<file path="src/rtl/asp_host_mem_wr_arb.sv">
`default_nettype none
// ============================================================================
//  Module      : asp_host_mem_wr_arb
//  Description : Host-memory write-channel arbiter. Forwards ASP DMA write
//                bursts to the PIM write sink, injects single-beat interrupt
//                writes (round-robin, maskable) at burst boundaries, and
//                sequences write-fence + magic-number beat pairs.
//  Revision    : 1.0 - initial release
// ============================================================================
module asp_host_mem_wr_arb #(
  parameter int NUM_IRQ     = 4,
  parameter int IRQ_EN      = 1,
  parameter int ADDR_W      = 48,
  parameter int DATA_W      = 512,
  parameter int BURST_W     = 7,
  parameter int USER_W      = 8,
  parameter int UFLAG_IRQ   = 0,
  parameter int UFLAG_FENCE = 1
) (
  input  logic                  clk,
  input  logic                  reset_n,
  input  logic [NUM_IRQ-1:0]    asp_irq,
  input  logic [NUM_IRQ-1:0]    irq_mask,
  input  logic                  wr_fence_flag,
  input  logic                  src_wr_write,
  input  logic [ADDR_W-1:0]     src_wr_address,
  input  logic [BURST_W-1:0]    src_wr_burstcount,
  input  logic [DATA_W-1:0]     src_wr_writedata,
  input  logic [DATA_W/8-1:0]   src_wr_byteenable,
  output logic                  src_wr_waitrequest,
  output logic                  host_wr_write,
  output logic [ADDR_W-1:0]     host_wr_address,
  output logic [BURST_W-1:0]    host_wr_burstcount,
  output logic [DATA_W-1:0]     host_wr_writedata,
  output logic [DATA_W/8-1:0]   host_wr_byteenable,
  output logic [USER_W-1:0]     host_wr_user,
  input  logic                  host_wr_waitrequest,
  output logic [NUM_IRQ-1:0]    irq_pending,
  output logic                  irq_dropped
);

  localparam int IRQ_ID_W = (NUM_IRQ > 1) ? $clog2(NUM_IRQ) : 1;
  localparam int PTR_W    = IRQ_ID_W + 1;

  localparam logic [2:0] S_IDLE  = 3'd0;
  localparam logic [2:0] S_IRQ   = 3'd1;
  localparam logic [2:0] S_FENCE = 3'd2;
  localparam logic [2:0] S_MAGIC = 3'd3;
  localparam logic [2:0] S_BURST = 3'd4;

  // FSM and burst tracking
  logic [2:0]          r_state;
  logic [2:0]          w_state_nxt;
  logic [BURST_W-1:0]  r_rem;
  logic [BURST_W-1:0]  w_rem_nxt;
  logic [IRQ_ID_W-1:0] r_irq_id;

  // Interrupt bookkeeping
  logic [NUM_IRQ-1:0]  r_pending;
  logic [NUM_IRQ-1:0]  r_irq_d;
  logic                r_dropped;
  logic [IRQ_ID_W-1:0] r_rr_ptr;
  logic [NUM_IRQ-1:0]  w_set;
  logic [NUM_IRQ-1:0]  w_clr;
  logic [NUM_IRQ-1:0]  w_elig;
  logic                w_found;
  logic [IRQ_ID_W-1:0] w_sel_id;
  logic [PTR_W-1:0]    w_rr_idx;
  logic [IRQ_ID_W-1:0] w_rr_nxt;

  // Beat presented to the sink before reset gating
  logic                w_write;
  logic                w_src_wait;
  logic [ADDR_W-1:0]   w_addr;
  logic [BURST_W-1:0]  w_bcnt;
  logic [DATA_W-1:0]   w_data;
  logic [DATA_W/8-1:0] w_be;
  logic [USER_W-1:0]   w_user;
  logic                w_acc;
  logic                w_irq_acc;

  assign w_acc     = w_write & ~host_wr_waitrequest;
  assign w_irq_acc = (r_state == S_IRQ) & w_acc;
  assign w_set     = asp_irq & ~r_irq_d;
  assign w_elig    = r_pending & ~irq_mask;
  assign w_rr_nxt  = (r_irq_id == IRQ_ID_W'(NUM_IRQ - 1)) ? '0 : r_irq_id + IRQ_ID_W'(1);

  // Round-robin pick: first eligible line at or above the pointer, wrapping
  always_comb begin
    w_found  = 1'b0;
    w_sel_id = '0;
    w_rr_idx = '0;
    for (int k = 0; k < NUM_IRQ; k++) begin
      w_rr_idx = {1'b0, r_rr_ptr} + PTR_W'(k);
      if (w_rr_idx >= PTR_W'(NUM_IRQ)) begin
        w_rr_idx = w_rr_idx - PTR_W'(NUM_IRQ);
      end
      if (!w_found && w_elig[w_rr_idx[IRQ_ID_W-1:0]]) begin
        w_found  = 1'b1;
        w_sel_id = w_rr_idx[IRQ_ID_W-1:0];
      end
    end
  end

  // One-hot clear of the line whose interrupt beat is being accepted
  always_comb begin
    w_clr = '0;
    for (int i = 0; i < NUM_IRQ; i++) begin
      w_clr[i] = w_irq_acc && (r_irq_id == IRQ_ID_W'(i));
    end
  end

  // Pending flags, edge detect, drop pulse and round-robin pointer
  always_ff @(posedge clk or negedge reset_n) begin
    if (!reset_n) begin
      r_irq_d   <= '0;
      r_pending <= '0;
      r_dropped <= 1'b0;
      r_rr_ptr  <= '0;
    end else if (IRQ_EN == 0) begin
      r_irq_d   <= '0;
      r_pending <= '0;
      r_dropped <= 1'b0;
      r_rr_ptr  <= '0;
    end else begin
      r_irq_d   <= asp_irq;
      // A new edge wins over a same-cycle clear so no request is lost
      r_pending <= (r_pending & ~w_clr) | w_set;
      r_dropped <= |(w_set & r_pending);
      if (w_irq_acc) begin
        r_rr_ptr <= w_rr_nxt;
      end
    end
  end

  // State register, remaining-beat counter and latched interrupt id
  always_ff @(posedge clk or negedge reset_n) begin
    if (!reset_n) begin
      r_state  <= S_IDLE;
      r_rem    <= '0;
      r_irq_id <= '0;
    end else begin
      r_state <= w_state_nxt;
      r_rem   <= w_rem_nxt;
      if ((r_state == S_IDLE) && w_found) begin
        r_irq_id <= w_sel_id;
      end
    end
  end

  // Next-state: IDLE decisions not accepted this cycle move into a holding state
  always_comb begin
    w_state_nxt = r_state;
    w_rem_nxt   = r_rem;
    case (r_state)
      S_IDLE: begin
        if (w_found) begin
          w_state_nxt = S_IRQ;
        end else if (src_wr_write && wr_fence_flag) begin
          w_state_nxt = w_acc ? S_MAGIC : S_FENCE;
        end else if (src_wr_write) begin
          if (!w_acc) begin
            w_state_nxt = S_BURST;
            w_rem_nxt   = src_wr_burstcount;
          end else if (src_wr_burstcount != BURST_W'(1)) begin
            w_state_nxt = S_BURST;
            w_rem_nxt   = src_wr_burstcount - BURST_W'(1);
          end
        end
      end
      S_IRQ: begin
        if (w_acc) begin
          w_state_nxt = S_IDLE;
        end
      end
      S_FENCE: begin
        if (w_acc) begin
          w_state_nxt = S_MAGIC;
        end
      end
      S_MAGIC: begin
        if (w_acc) begin
          if (src_wr_burstcount == BURST_W'(1)) begin
            w_state_nxt = S_IDLE;
          end else begin
            w_state_nxt = S_BURST;
            w_rem_nxt   = src_wr_burstcount - BURST_W'(1);
          end
        end
      end
      S_BURST: begin
        if (w_acc) begin
          w_rem_nxt = r_rem - BURST_W'(1);
          if (r_rem == BURST_W'(1)) begin
            w_state_nxt = S_IDLE;
          end
        end
      end
      default: begin
        w_state_nxt = S_IDLE;
        w_rem_nxt   = '0;
      end
    endcase
  end

  // Output decode: source fields by default, overridden for IRQ and fence beats
  always_comb begin
    w_write    = src_wr_write;
    w_src_wait = host_wr_waitrequest;
    w_addr     = src_wr_address;
    w_bcnt     = src_wr_burstcount;
    w_data     = src_wr_writedata;
    w_be       = src_wr_byteenable;
    w_user     = '0;
    case (r_state)
      S_IDLE: begin
        if (w_found) begin
          w_write    = 1'b0;
          w_src_wait = 1'b1;
        end else if (src_wr_write && wr_fence_flag) begin
          // Fence copy of the beat; the source keeps it for the magic write
          w_user[UFLAG_FENCE] = 1'b1;
          w_src_wait          = 1'b1;
        end
      end
      S_IRQ: begin
        w_write           = 1'b1;
        w_src_wait        = 1'b1;
        w_addr            = ADDR_W'(r_irq_id);
        w_bcnt            = BURST_W'(1);
        w_data            = '0;
        w_be              = '1;
        w_user[UFLAG_IRQ] = 1'b1;
      end
      S_FENCE: begin
        w_write             = 1'b1;
        w_src_wait          = 1'b1;
        w_user[UFLAG_FENCE] = 1'b1;
      end
      S_MAGIC, S_BURST: begin
        w_write = src_wr_write;
      end
      default: begin
        w_write    = 1'b0;
        w_src_wait = 1'b1;
      end
    endcase
  end

  // Reset also forces the sink idle and the source stalled
  assign host_wr_write      = w_write & reset_n;
  assign src_wr_waitrequest = w_src_wait | ~reset_n;
  assign host_wr_user       = reset_n ? w_user : '0;
  assign host_wr_address    = w_addr;
  assign host_wr_burstcount = w_bcnt;
  assign host_wr_writedata  = w_data;
  assign host_wr_byteenable = w_be;
  assign irq_pending        = r_pending;
  assign irq_dropped        = r_dropped;

  // A start-of-burst beat must never carry a zero burst count
  a_no_zero_burst: assert property (@(posedge clk) disable iff (!reset_n)
    (src_wr_write && ((r_state == S_IDLE) || (r_state == S_MAGIC))) |-> (src_wr_burstcount != '0));

endmodule
`default_nettype wire
</file>
<file path="config.mk">
export PLATFORM = sky130hd
export DESIGN_NAME = asp_host_mem_wr_arb
export DESIGN_NICKNAME = d
export VERILOG_FILES = /design/src/rtl/asp_host_mem_wr_arb.sv
export SDC_FILE = /design/constraint.sdc
export NUM_CORES = 1
export LEC_CHECK = 0
export CAP_MARGIN = 20
export CORE_AREA = 2 2 508 510
export CTS_CLUSTER_DIAMETER = 100
export DETAILED_ROUTE_END_ITERATION = 10
export DIE_AREA = 0 0 510 512
export PLACE_DENSITY_LB_ADDON = 0.12
export SETUP_SLACK_MARGIN = 0.4
export SKIP_CTS_REPAIR_TIMING = 1
export SYNTH_ARGS = -nofsm -noshare
export SYNTH_HDL_FRONTEND = slang
export SYNTH_SLANG_ARGS = --single-unit
</file>
<file path="constraint.sdc">
create_clock -name clk -period 4.8 [get_ports clk]
set_clock_uncertainty 0.05 [all_clocks]
set_input_delay 0.96 -clock clk [delete_from_list [all_inputs] [get_ports clk]]
set_output_delay 0.96 -clock clk [all_outputs]
set_load 0.1 [all_outputs]
</file>
# Yosys cells after proc, flatten, opt, wreduce, memory -nomap -nowiden

Cells that the tools add are included.

Output and inout bits: 646
Input port bits: 644
Flip-flop bits (word level): 23
Logic and storage cells: 138

Mux-type cells: 57
Bitwise logic cells: 15
Reductions and logical operators: 19
Add/subtract/negate cells: 10
Equal/unequal tests: 22
Magnitude comparators: 8

Operators with widths:

| operator              | count |
|---|---|
| $mux W512             | 1 |
| $mux W64              | 1 |
| $mux W7               | 9 |
| $mux W48              | 1 |
| $mux W3               | 11 |
| $pmux W7 S4           | 1 |
| $mux W2               | 10 |
| $ne A2 B2 Y1 const B  | 9 |
| $and A4 B4 Y4         | 4 |
| $mux W1               | 15 |
| $pmux W3 S5           | 1 |
| $eq A7 B1 Y1 const B  | 2 |
| $sub A7 B1 Y7 const B | 2 |
| $lt A2 B3 Y1 const B  | 4 |
| $not A4 Y4            | 3 |
| $ge A3 B3 Y1 const B  | 3 |
| $logic_and A1 B1 Y1   | 9 |
| $bmux W1 S2           | 4 |
| $reduce_and A8 Y1     | 1 |
| $sub A2 B1 Y2 const B | 4 |
| $ne A7 B1 Y1 const B  | 1 |
| $reduce_and A7 Y1     | 1 |
| $add A2 B2 Y3 const B | 2 |
| $eq A3 B2 Y1 const B  | 2 |
| 21 further kinds      | 30 |

# Logic depth before layout (Yosys ltp)

Gate-level depths: netlist (run 1).

Depth in word-level cells: 22
Depth in mapped cells: 8
Mapped depth without buffers: 7

# Worst setup path before layout (run 1)

Ideal clock, no wire load.

Path kind: input to output
Start: input port irq_mask[0]
End: output port host_wr_user[1]
Data arrival time: 3232 ps
Path buffers: 1
Stages: 5
Slack: 558 ps
Path through: and2b_1 > nor4_4 > buf_4 > nand3_1 > a21oi_1

Word-level cells in the longest chain between the ends: 17

RTL lines:

| element                       | RTL line | RTL |
|---|---|---|
| start: declaration            | 23       | `input logic [NUM_IRQ-1:0] irq_mask,` |
| $not A4 Y4 *                  | 85       | `assign w_elig = r_pending & ~irq_mask;` |
| $and A4 B4 Y4 *               | 85       |  |
| $bmux W1 S2                   | 98       | `if (!w_found && w_elig[w_rr_idx[IRQ_ID_W-1:0]]) begin` |
| $mux W1 (implied by the code) | 98       |  |
| $mux W1                       | 98       |  |
| $logic_not A1 Y1              | 98       |  |
| $logic_and A1 B1 Y1           | 98       |  |
| $mux W1                       | 98       |  |
| $logic_not A1 Y1              | 98       |  |
| $logic_and A1 B1 Y1           | 98       |  |
| $mux W1                       | 98       |  |
| $logic_not A1 Y1              | 98       |  |
| $logic_and A1 B1 Y1           | 98       |  |
| $mux W1 *                     | 98       |  |
| $mux W1 *                     | 217      | `if (w_found) begin` |
| $pmux W1 S2 *                 | 215      | `case (r_state)` |
| $mux W2 *                     | 253      | `assign host_wr_user = reset_n ? w_user : '0;` |
| end: declaration              | 36       | `output logic [USER_W-1:0] host_wr_user,` |

Mark *: on every way between the ends. The rest lies on a longest branch, timed or not. The select of a mux whose other input is x is not followed.

# Worst setup path after layout (run 1)

Start: register r_state[1]
End: output port host_wr_writedata[122]

Word-level cells in the longest chain between the ends: 2

RTL lines:

| element                  | RTL line | RTL |
|---|---|---|
| start: declaration       | 52       | `logic [2:0] r_state;` |
| start signal: assignment | 143      | `r_state <= w_state_nxt;` |
| $eq A3 B1 Y1             | 215      |  |
| $mux W512                | 215      |  |
| end: declaration         | 34       | `output logic [DATA_W-1:0] host_wr_writedata,` |

Every way passes these cells.

==> flow_summary_export.csv, run 1 <==
group,metric,value,unit
outcome,outcome,"finished, final reports clean",
floorplan,die_width,510,um
worst_setup_path,crit_type,"reg -> out",
yosys,async_reset_ff_share,100,%
place,place_congestion,0.840,
timing,grt_setup_unrepaired,"no",
clock_network,clkSinkCount,23,
yosys,synthDistinctLibCells,59,
power,power.density,901,nW/um2
drt,postRouteAntennaNets,0,
timing,hold_slack,0.456,ns
clock_network,cts-htree-levels,1,
power,total_leakage_power,0.00824,uW
yosys,area_of_the_mapped_netlist,6070,um2
worst_setup_path,cpLargestDelayFamily,"simple AND/OR/NAND/NOR gates",
yosys,synth.largest_area_cell,"and2_1",
yosys,part_of_the_yosys_area_used_for_sequential_elements,9.48,%
timing,period_share,83.8,%
worst_setup_path,critical_path.n_buffers_inverters,2,
global_routing,global_route_wire_length_before_repair,219000,um
power,intPower,3920,uW
timing,relSlewSlack,32.3,%
min_path,timing.hold.worst.class,"reg -> reg",
yosys,ys_flop_type,"dfrtp_1",
final_layout,layout_common_cells,"clkdlybuf4s50_1, buf_4, and2_1",
worst_setup_path,crit_path_start_kind,"flop",
final_layout,finalNetCount,2801,
worst_setup_path,worstRegToRegCells,7,
clock_network,clockBufferDepth,2,
clock_network,clkLatencyLatePin,0.28,ns
final_layout,area.growth.synth_to_final,260,%
drt,finalWirelength,191000,um
timing,slew_viol_final,0,
yosys,synthDominantCellAreaShare,58.1,%
timing,worst-slew-pin-transition,1.01,ns
drt,drt_pre_antenna_iters,4,
clock_network,clock_transition_at_the_register_clock_pins_on_the_worst_setup_and_hold_paths_after_cts,0.08,ns
floorplan,floorplan.core_area,256000,um2
yosys,synth_cells,921,
global_routing,antenna_found_initial,390,
drt,drt-vias-per-instance,2.32,
yosys,synth.yosys.warnings,0,
drt,wirelength_per_cell,34.1,um
worst_setup_path,critPathSlowestCell,"dfrtp_1",
floorplan,die_area,261000,um2
floorplan,dieHeight,512,um
power,comb_power_share,97.2,%
worst_setup_path,worstPathMaxFanout,90,
clock_network,numCtsBuffers,3,
timing,setup_tns,0,ns
global_routing,global_route.usage.total,14.0,%
final_layout,multiInputGateArea,5110,um2
drt,dr_total_vias,13000,
worst_setup_path,critical_path_depth,4,
worst_setup_path,worst_ep_arrival_time,3.01,ns
final_layout,layout.cells.most_common,"clkdlybuf4s50_1",
global_routing,globalRouteOverflowTotal,0,
timing,max_freq,0.249,GHz
worst_setup_path,critical-path-max-stage-delay,0.73,ns
power,total_power,19700,uW
min_path,worst_hold_path.num_cells,2,
power,power.switching,15800,uW
timing,fin_crit,4.02,ns
drt,drcViolationCount,0,
clock_network,tritoncts,"yes",
final_layout,ff_latch_area,576,um2
yosys,avgSynthCellArea,6.59,um2
floorplan,top_level_ports,1290,
yosys,synth.ff_latch_count,23,
final_layout,fillers,30100,
worst_setup_path,required,3.79,ns
power,p_clk_share,1.1,%
yosys,netlist_top_cells_area,"and2_1, dfrtp_1, nand2b_1",
timing,final-hold-violation-count,0,
power,seq_power_share,1.8,%
timing,setup-violations-final,0,
worst_setup_path,worstPathCellList,"or3b_4 > buf_12 > and2_1 > buf_4",
drt,drt_first_iter_violations,518,
global_routing,grt_pass1_vias,12500,
power,switching_share,80.1,%
floorplan,std_cell_rows,186,
clock_network,cts.root.buffer_cell,"clkbuf_16",
yosys,synth-edff-count,0,
final_layout,ratio_of_cells_with_drive_above_1_in_the_final_layout,31.5,%
run,cap_violations,0,
place,placement.io_buffers,1283,
global_routing,grt_start_max_net_pins,127,
floorplan,floorplan.initialDensity,2.37,%
power,power.ir.vdd_worst,0.356,mV
worst_setup_path,worst_setup_path_end_kind,"output pin",
place,dp_hpwl,183000,um
-- per-stage QoR --
stage	instance area, um2	util [%]	cells	setup slack (ns)
CTS	21700	8.47	5532	0.766
global route	21700	8.47	5540	0.665
global placement	21600	8.43	5528	0.767
finish	21800	8.54	5609	0.776
floorplan	6090	-	926	0.558
detailed placement	21600	8.43	5528	0.849
-- cells by family (layout without fill, tap and decap cells) --
| logic type | count (synthesis) | in the layout | share of synthesized area, % |
|---|---|---|---|
| compound gates | 68 | 68 | 7.81 |
| simple gates | 715 | 715 | 73.2 |
| fa+ha+maj | 8 | 8 | 1.65 |
| flops | 23 | 23 | 9.48 |
| xor+xnor | 5 | 5 | 0.721 |
| mux | 2 | 2 | 0.350 |
| buf+inv | 99 | 1321 | 6.76 |
| other cells | 1 | 83 | 0.0618 |
-- area by class of cell --
cell class / count / area share [%]
Multi-Input combinational cell: 804 / 23.4
Sequential cell: 23 / 2.63
Clock buffer: 3 / 0.344
Tap cell: 3384 / 19.4
Inverter: 11 / 0.189
Antenna cell: 77 / 0.882
Clock inverter: 1 / 0.0344
Timing Repair Buffer: 1306 / 53.2
-- power by group through the flow --
stage | registers (uW) | clock network [uW] | logic (uW)
after floorplan | 395 | 0 | 13700
after global placement | 356 | 0 | 19600
after detailed placement | 355 | 0 | 19500
after CTS | 351 | 216 | 19600
after global routing | 362 | 228 | 19800
final | 352 | 210 | 19100
-- worst reg2reg max path: cells and delay by family (launching register included) --
kind                   cells  cell delay (ns)
AOI/OAI and AO/OA          5             1.26
buffers and inverters      1             0.32
and+or+nand+nor            1             0.63
DFF                        1             0.73
-- final timing paths --
kind	from	to	slack (ns)
setup / recovery	r_state[1]	host_wr_writedata[122]	0.78
hold / removal	r_rem[6]	r_rem[6]	0.46
setup reg to reg	r_state[1]	r_rem[2]	1.71
hold reg to reg	r_rem[6]	r_rem[6]	0.46
max in group asynchronous	reset_n	irq_pending[2]	3.47
min in group asynchronous	reset_n	r_state[2]	0.97
-- Yosys cell counts, drive strengths merged, types with 3 or more instances --
master    n
and2    564
clkbuf   73
nand2b   69
dfrtp    23
nand2    20
nor2     20
buf      15
o21ai    15
a21oi    13
inv      11
nor2b    10
ha        8
nor3      7
a21o      5
nand3     5
xnor2     5
a22oi     4
a31o      4
a22o      3
a31oi     3
nor4      3
-- sequential cells by signal (all words and copies together) (netlist names) --
name	cells
r_irq_d	4
irq_pending	4
r_irq_id	2
r_state	3
irq_dropped	1
r_rem	7
r_rr_ptr	2
-- per-layer routing --
| metal | track usage, % | wire, um |
|---|---|---|
| met2 | 26.9 | 99800 |
| met5 | 0 | 966 |
| met1 | 11.1 | 52900 |
| met3 | 11.3 | 33500 |
| met4 | 0.797 | 3960 |
Note: power is estimated with default switching activity, not from simulation.
==> inputs of run 2 (changes only) <==
--- a/config.mk
+++ b/config.mk
@@ -6,10 +6,10 @@
 export NUM_CORES = 1
 export LEC_CHECK = 0
 export CAP_MARGIN = 20
-export CORE_AREA = 2 2 508 510
+export CORE_AREA = 2 2 505 507
 export CTS_CLUSTER_DIAMETER = 100
 export DETAILED_ROUTE_END_ITERATION = 10
-export DIE_AREA = 0 0 510 512
+export DIE_AREA = 0 0 507 509
 export PLACE_DENSITY_LB_ADDON = 0.12
 export SETUP_SLACK_MARGIN = 0.4
 export SKIP_CTS_REPAIR_TIMING = 1
==> constraint.sdc (replaced) <==
create_clock -name clk -period 3.5 [get_ports clk]
set_clock_uncertainty 0.05 [all_clocks]
set_input_delay 0.7 -clock clk [delete_from_list [all_inputs] [get_ports clk]]
set_output_delay 0.7 -clock clk [all_outputs]
set_load 0.1 [all_outputs]
==> run 2 against run 1 <==
Global-route usage fell by 0.37 points; via count fell by 0.88%; cell count fell by 0.62%; clock-buffer cell count did not move; utilization rose by 3.2 points; non-clock buffer count rose by 20; total power rose by 71%; flip-flop and latch count did not move; wire length fell by 4.3%; design area rose by 36%; sequential share of layout area fell by 0.68 points; register-to-register slack got worse by 0.95 ns; critical path type is now in -> out; critical endpoint is now host_wr_write; largest power group unchanged; highest routed layer unchanged.
==> flow_summary_export.csv, run 2 (synthesized netlist as in run 1, its figures left out) <==
group,metric,value,unit
floorplan,die_area,258000,um2
drt,drt_pre_antenna_iters,4,
run,cap_violations,0,
final_layout,finalNetCount,2821,
floorplan,floorplan.core_area,253000,um2
floorplan,floorplan.initialDensity,2.40,%
final_layout,multiInputGateArea,5140,um2
floorplan,std_cell_rows,185,
clock_network,numCtsBuffers,3,
global_routing,antenna_found_initial,344,
worst_setup_path,crit_path_start_kind,"primary input",
clock_network,tritoncts,"yes",
timing,setup_tns,0,ns
floorplan,dieHeight,509,um
place,place_congestion,0.850,
min_path,timing.hold.worst.class,"reg -> reg",
timing,worst-slew-pin-transition,0.554,ns
outcome,outcome,"finished, final reports clean",
worst_setup_path,crit_type,"in -> out",
timing,grt_setup_unrepaired,"yes",
place,dpl-instance-area,29500,um2
clock_network,clkLatencyLatePin,0.28,ns
floorplan,die_width,507,um
drt,finalWirelength,183000,um
clock_network,clockBufferDepth,2,
final_layout,layout.cell_area.non_filler,29800,um2
timing,fin_crit,3.05,ns
final_layout,postLayoutCoreUtil,11.8,%
drt,dr_total_vias,12900,
timing,setup-violations-final,0,
global_routing,grt_start_max_net_pins,99,
timing,hold_slack,0.487,ns
drt,drt-vias-per-instance,2.31,
global_routing,global_route_wire_length_before_repair,213000,um
final_layout,ff_latch_area,583,um2
drt,postRouteAntennaNets,0,
final_layout,area.growth.synth_to_final,390,%
global_routing,grt_pass1_vias,12600,
final_layout,ratio_of_cells_with_drive_above_1_in_the_final_layout,33.0,%
floorplan,top_level_ports,1290,
global_routing,globalRouteOverflowTotal,0,
power,power.density,1130,nW/um2
final_layout,layout_common_cells,"buf_12, clkdlybuf4s50_1, and2_1",
place,dp.cells,5520,
worst_setup_path,required,2.75,ns
final_layout,largest_register_ffs,7,
worst_setup_path,setup.reg_to_reg.worst_slack,0.76,ns
timing,slew_viol_final,0,
final_layout,finalNonFillerCells,5574,
timing,max_freq,0.328,GHz
worst_setup_path,worstPathMaxFanout,6,
timing,period_share,87.1,%
place,placement.io_buffers,1283,
clock_network,cts.root.buffer_cell,"clkbuf_16",
drt,wirelength_per_cell,32.8,um
final_layout,fillers,28900,
power,total_leakage_power,0.0110,uW
timing,relSlewSlack,63.1,%
clock_network,clkSinkCount,23,
global_routing,global_route.usage.total,13.6,%
worst_setup_path,worst_ep_arrival_time,2.30,ns
place,dp_hpwl,175000,um
final_layout,regMostFlops,"r_rem",
final_layout,layout.cells.most_common,"buf_12",
worst_setup_path,worst_setup_path_end_kind,"output pin",
clock_network,clock_transition_at_the_register_clock_pins_on_the_worst_setup_and_hold_paths_after_cts,0.07,ns
clock_network,cts-htree-levels,1,
timing,final-hold-violation-count,0,
drt,drt_first_iter_violations,469,
power,power.ir.vdd_worst,0.419,mV
drt,drcViolationCount,0,
## run 2: path summary, 6_finish.rpt
check	from	to	cells past startpoint
max	irq_mask[1]	host_wr_write	7
min	r_rem[6]	r_rem[6]	2
max reg2reg	irq_pending[1]	r_rem[2]	8
min reg2reg	r_rem[6]	r_rem[6]	2
max in group asynchronous	reset_n	irq_pending[1]	2
min in group asynchronous	reset_n	r_state[1]	1
## run 2: metal layers
layer	global-route usage, %	part of all wire, %	up-vias
li1	-	-	5384
met1	11.9	30	5697
met2	26.7	54	1201
met3	9.10	15	512
met4	0.419	1.5	92
met5	0	0.33	-
## run 2: area by class of cell
cell class / instances / area share (%)
multi-input combinational: 804 / 17.3
sequential: 23 / 1.96
clock buffer: 3 / 0.252
inverter: 11 / 0.139
timing repair buffer: 1326 / 65.9
tap: 3366 / 14.1
antenna: 40 / 0.336
clock inverter: 1 / 0.0168
## run 2: report_power, final
group	internal (uW)	leakage (uW)	switching, uW
Combinational	10400	0.0107	22600
Sequential	356	0.000269	121
Clock	155	0.0000411	125
## run 2: critical path, stage by stage
cell and delay (ns):
buf_6 0.07, and2b_2 0.23, nor4_4 0.52, buf_12 0.19, o21ai_0 0.13, a21oi_4 0.21
buf_12 0.19
## run 2: per-stage QoR
step	power, uW	worst slack (ns)
6_report	33700	0.450
3_5_place_dp	34000	-0.105
5_1_grt	34800	0.333
4_1_cts	34400	-0.107
3_3_place_gp	34100	-0.0912
2_1_floorplan	19400	0.278
==> inputs of run 3 (changes only) <==
==> constraint.sdc (replaced) <==
create_clock -name clk -period 2.7 [get_ports clk]
set_clock_uncertainty 0.05 [all_clocks]
set_input_delay 0.54 -clock clk [delete_from_list [all_inputs] [get_ports clk]]
set_output_delay 0.54 -clock clk [all_outputs]
set_load 0.1 [all_outputs]
==> run 3 against run 2 <==
The run now ends with negative setup slack left; clock-buffer cell count stayed put; setup slack got worse by 0.46 ns; combinational power increased by 45%; first-iteration DRC count rose by 50%; flip-flop and latch count unchanged; design area is 10% higher; via count up 0.99%; sequential share of layout area down 0.16 points; critical path type is now reg -> out.
==> flow_summary_export.csv, run 3 (synthesized netlist as in run 1, its figures left out) <==
group,metric,value,unit
outcome,outcome,"finished, violations left",
outcome,failing_checks,"negative setup slack",
drt,drt-vias-per-instance,2.30,
timing,grt_setup_unrepaired,"yes",
min_path,timing.hold.worst.class,"reg -> reg",
final_layout,ratio_of_cells_with_drive_above_1_in_the_final_layout,56.8,%
power,intPower,17800,uW
timing,slew_viol_final,0,
drt,postRouteAntennaNets,0,
timing,hold_slack,0.469,ns
timing,worst_slack,-0.00908,ns
worst_setup_path,worstPathMaxFanout,7,
global_routing,global_route.usage.total,11.5,%
power,comb_power_share,98.0,%
timing,fin_crit,2.71,ns
floorplan,std_cell_rows,185,
global_routing,global_route_wire_length_before_repair,186000,um
worst_setup_path,critical-path-max-stage-delay,0.47,ns
global_routing,grt_pass1_vias,13000,
drt,drcViolationCount,0,
drt,wirelength_per_cell,29.2,um
place,placement.io_buffers,1283,
place,pre_cts_slack,-0.252,ns
timing,relSlewSlack,56.6,%
timing,max_freq,0.369,GHz
floorplan,floorplan.core_area,253000,um2
clock_network,cts.root.buffer_cell,"clkbuf_16",
timing,setup_tns,-0.0130,ns
final_layout,finalNonFillerCells,5660,
global_routing,grt_start_max_net_pins,89,
power,power.switching,31000,uW
final_layout,multiInputGateArea,6550,um2
final_layout,ff_latch_area,588,um2
clock_network,numCtsBuffers,3,
timing,final-hold-violation-count,0,
clock_network,clockBufferDepth,2,
floorplan,dieHeight,509,um
floorplan,floorplan.initialDensity,2.40,%
final_layout,area.growth.synth_to_final,439,%
drt,drt_first_iter_violations,702,
clock_network,clkSinkCount,23,
drt,drt_pre_antenna_iters,5,
floorplan,top_level_ports,1290,
power,power.ir.vdd_worst,0.612,mV
worst_setup_path,worstPathCellList,"or3b_4 > buf_12 > clkbuf_16 > clkbuf_16 > nand2b_1 > buf_12",
power,power.density,1490,nW/um2
worst_setup_path,crit_path_start_kind,"flop",
clock_network,cts-htree-levels,1,
floorplan,die_area,258000,um2
power,p_clk_share,0.8,%
worst_setup_path,required,2.11,ns
worst_setup_path,worst_ep_arrival_time,2.12,ns
place,dp_hpwl,148000,um
clock_network,clkLatencyLatePin,0.29,ns
final_layout,regMostFlops,"r_rem",
timing,worst-slew-pin-transition,0.642,ns
worst_setup_path,worst_setup_path_end_kind,"output pin",
worst_setup_path,critPathSlowestCell,"or3b_4",
global_routing,antenna_found_initial,211,
clock_network,tritoncts,"yes",
final_layout,layout_common_cells,"buf_12, clkdlybuf4s50_1, and2_4",
floorplan,die_width,507,um
power,switching_share,63.5,%
drt,dr_total_vias,13000,
global_routing,globalRouteOverflowTotal,0,
power,total_leakage_power,0.0130,uW
run,cap_violations,0,
timing,setup-violations-final,2,
final_layout,finalNetCount,2909,
place,place_congestion,0.836,
worst_setup_path,crit_type,"reg -> out",
power,total_power,48700,uW
clock_network,clock_transition_at_the_register_clock_pins_on_the_worst_setup_and_hold_paths_after_cts,0.07,ns
drt,finalWirelength,165000,um
final_layout,largest_register_ffs,7,
power,seq_power_share,1.2,%
final_layout,fillers,28600,
timing,period_share,100,%
final_layout,layout.cells.most_common,"buf_12",
place,dp.cells,5555,
-- run 3: changes by cell type in the layout (fill, tap and decap cells not counted), sizes merged --
| cell | previous run | this run |
|---|---|---|
| dlymetal6s2s | 3 | 4 |
| buf | 684 | 742 |
| clkbuf | 3 | 32 |
| diode | 40 | 38 |
-- run 3: area by class of cell --
cell class                      count  area share [%]
Clock buffer                        3           0.229
Tap cell                         3366            12.9
Antenna cell                       38           0.290
Inverter                           11           0.126
Timing Repair Buffer             1414            64.7
Sequential cell                    23            1.80
Multi-Input combinational cell    804            20.0
Clock inverter                      1          0.0153
-- run 3: final timing paths --
path | from | end | slack [ns] | cells after the start
setup / recovery | r_state[1] | host_wr_byteenable[26] | -0.009 | 6
hold / removal | r_rem[6] | r_rem[6] | 0.47 | 2
setup reg to reg | irq_pending[2] | r_rem[3] | 0.20 | 9
hold reg to reg | r_rem[6] | r_rem[6] | 0.47 | 2
max in group asynchronous | reset_n | irq_pending[3] | 1.51 | 2
min in group asynchronous | reset_n | r_rem[0] | 0.73 | 2
-- run 3: layer usage --
metal	routed length (um)	vias to the layer above	GRT usage (%)
met3	24900	293	8.06
li1	-	5578	-
met1	59300	5964	12.2
met5	954	-	0
met2	77300	1032	19.2
met4	2610	146	1.42
-- run 3: power by group through the flow --
stage / sequential (uW) / clock (uW) / combinational (uW)
3_5_place_dp: 600 / 0 / 45400
2_1_floorplan: 715 / 0 / 26300
4_1_cts: 594 / 414 / 45500
5_1_grt: 610 / 411 / 49100
3_3_place_gp: 605 / 0 / 45600
6_report: 595 / 378 / 47700
-- run 3: per-stage QoR --
stage / cell area (um2) / util [%]
floorplan: 7190 / -
global placement: 30900 / 12.2
detailed placement: 30900 / 12.2
CTS: 30900 / 12.2
global route: 32700 / 12.9
finish: 32800 / 13.0
-- run 3: critical path, delay by kind of cell (launching register included) --
family | cells | cell delay [ns]
AND/OR/NAND/NOR | 2 | 0.61
flip-flops | 1 | 0.39
buffers and inverters | 4 | 0.78
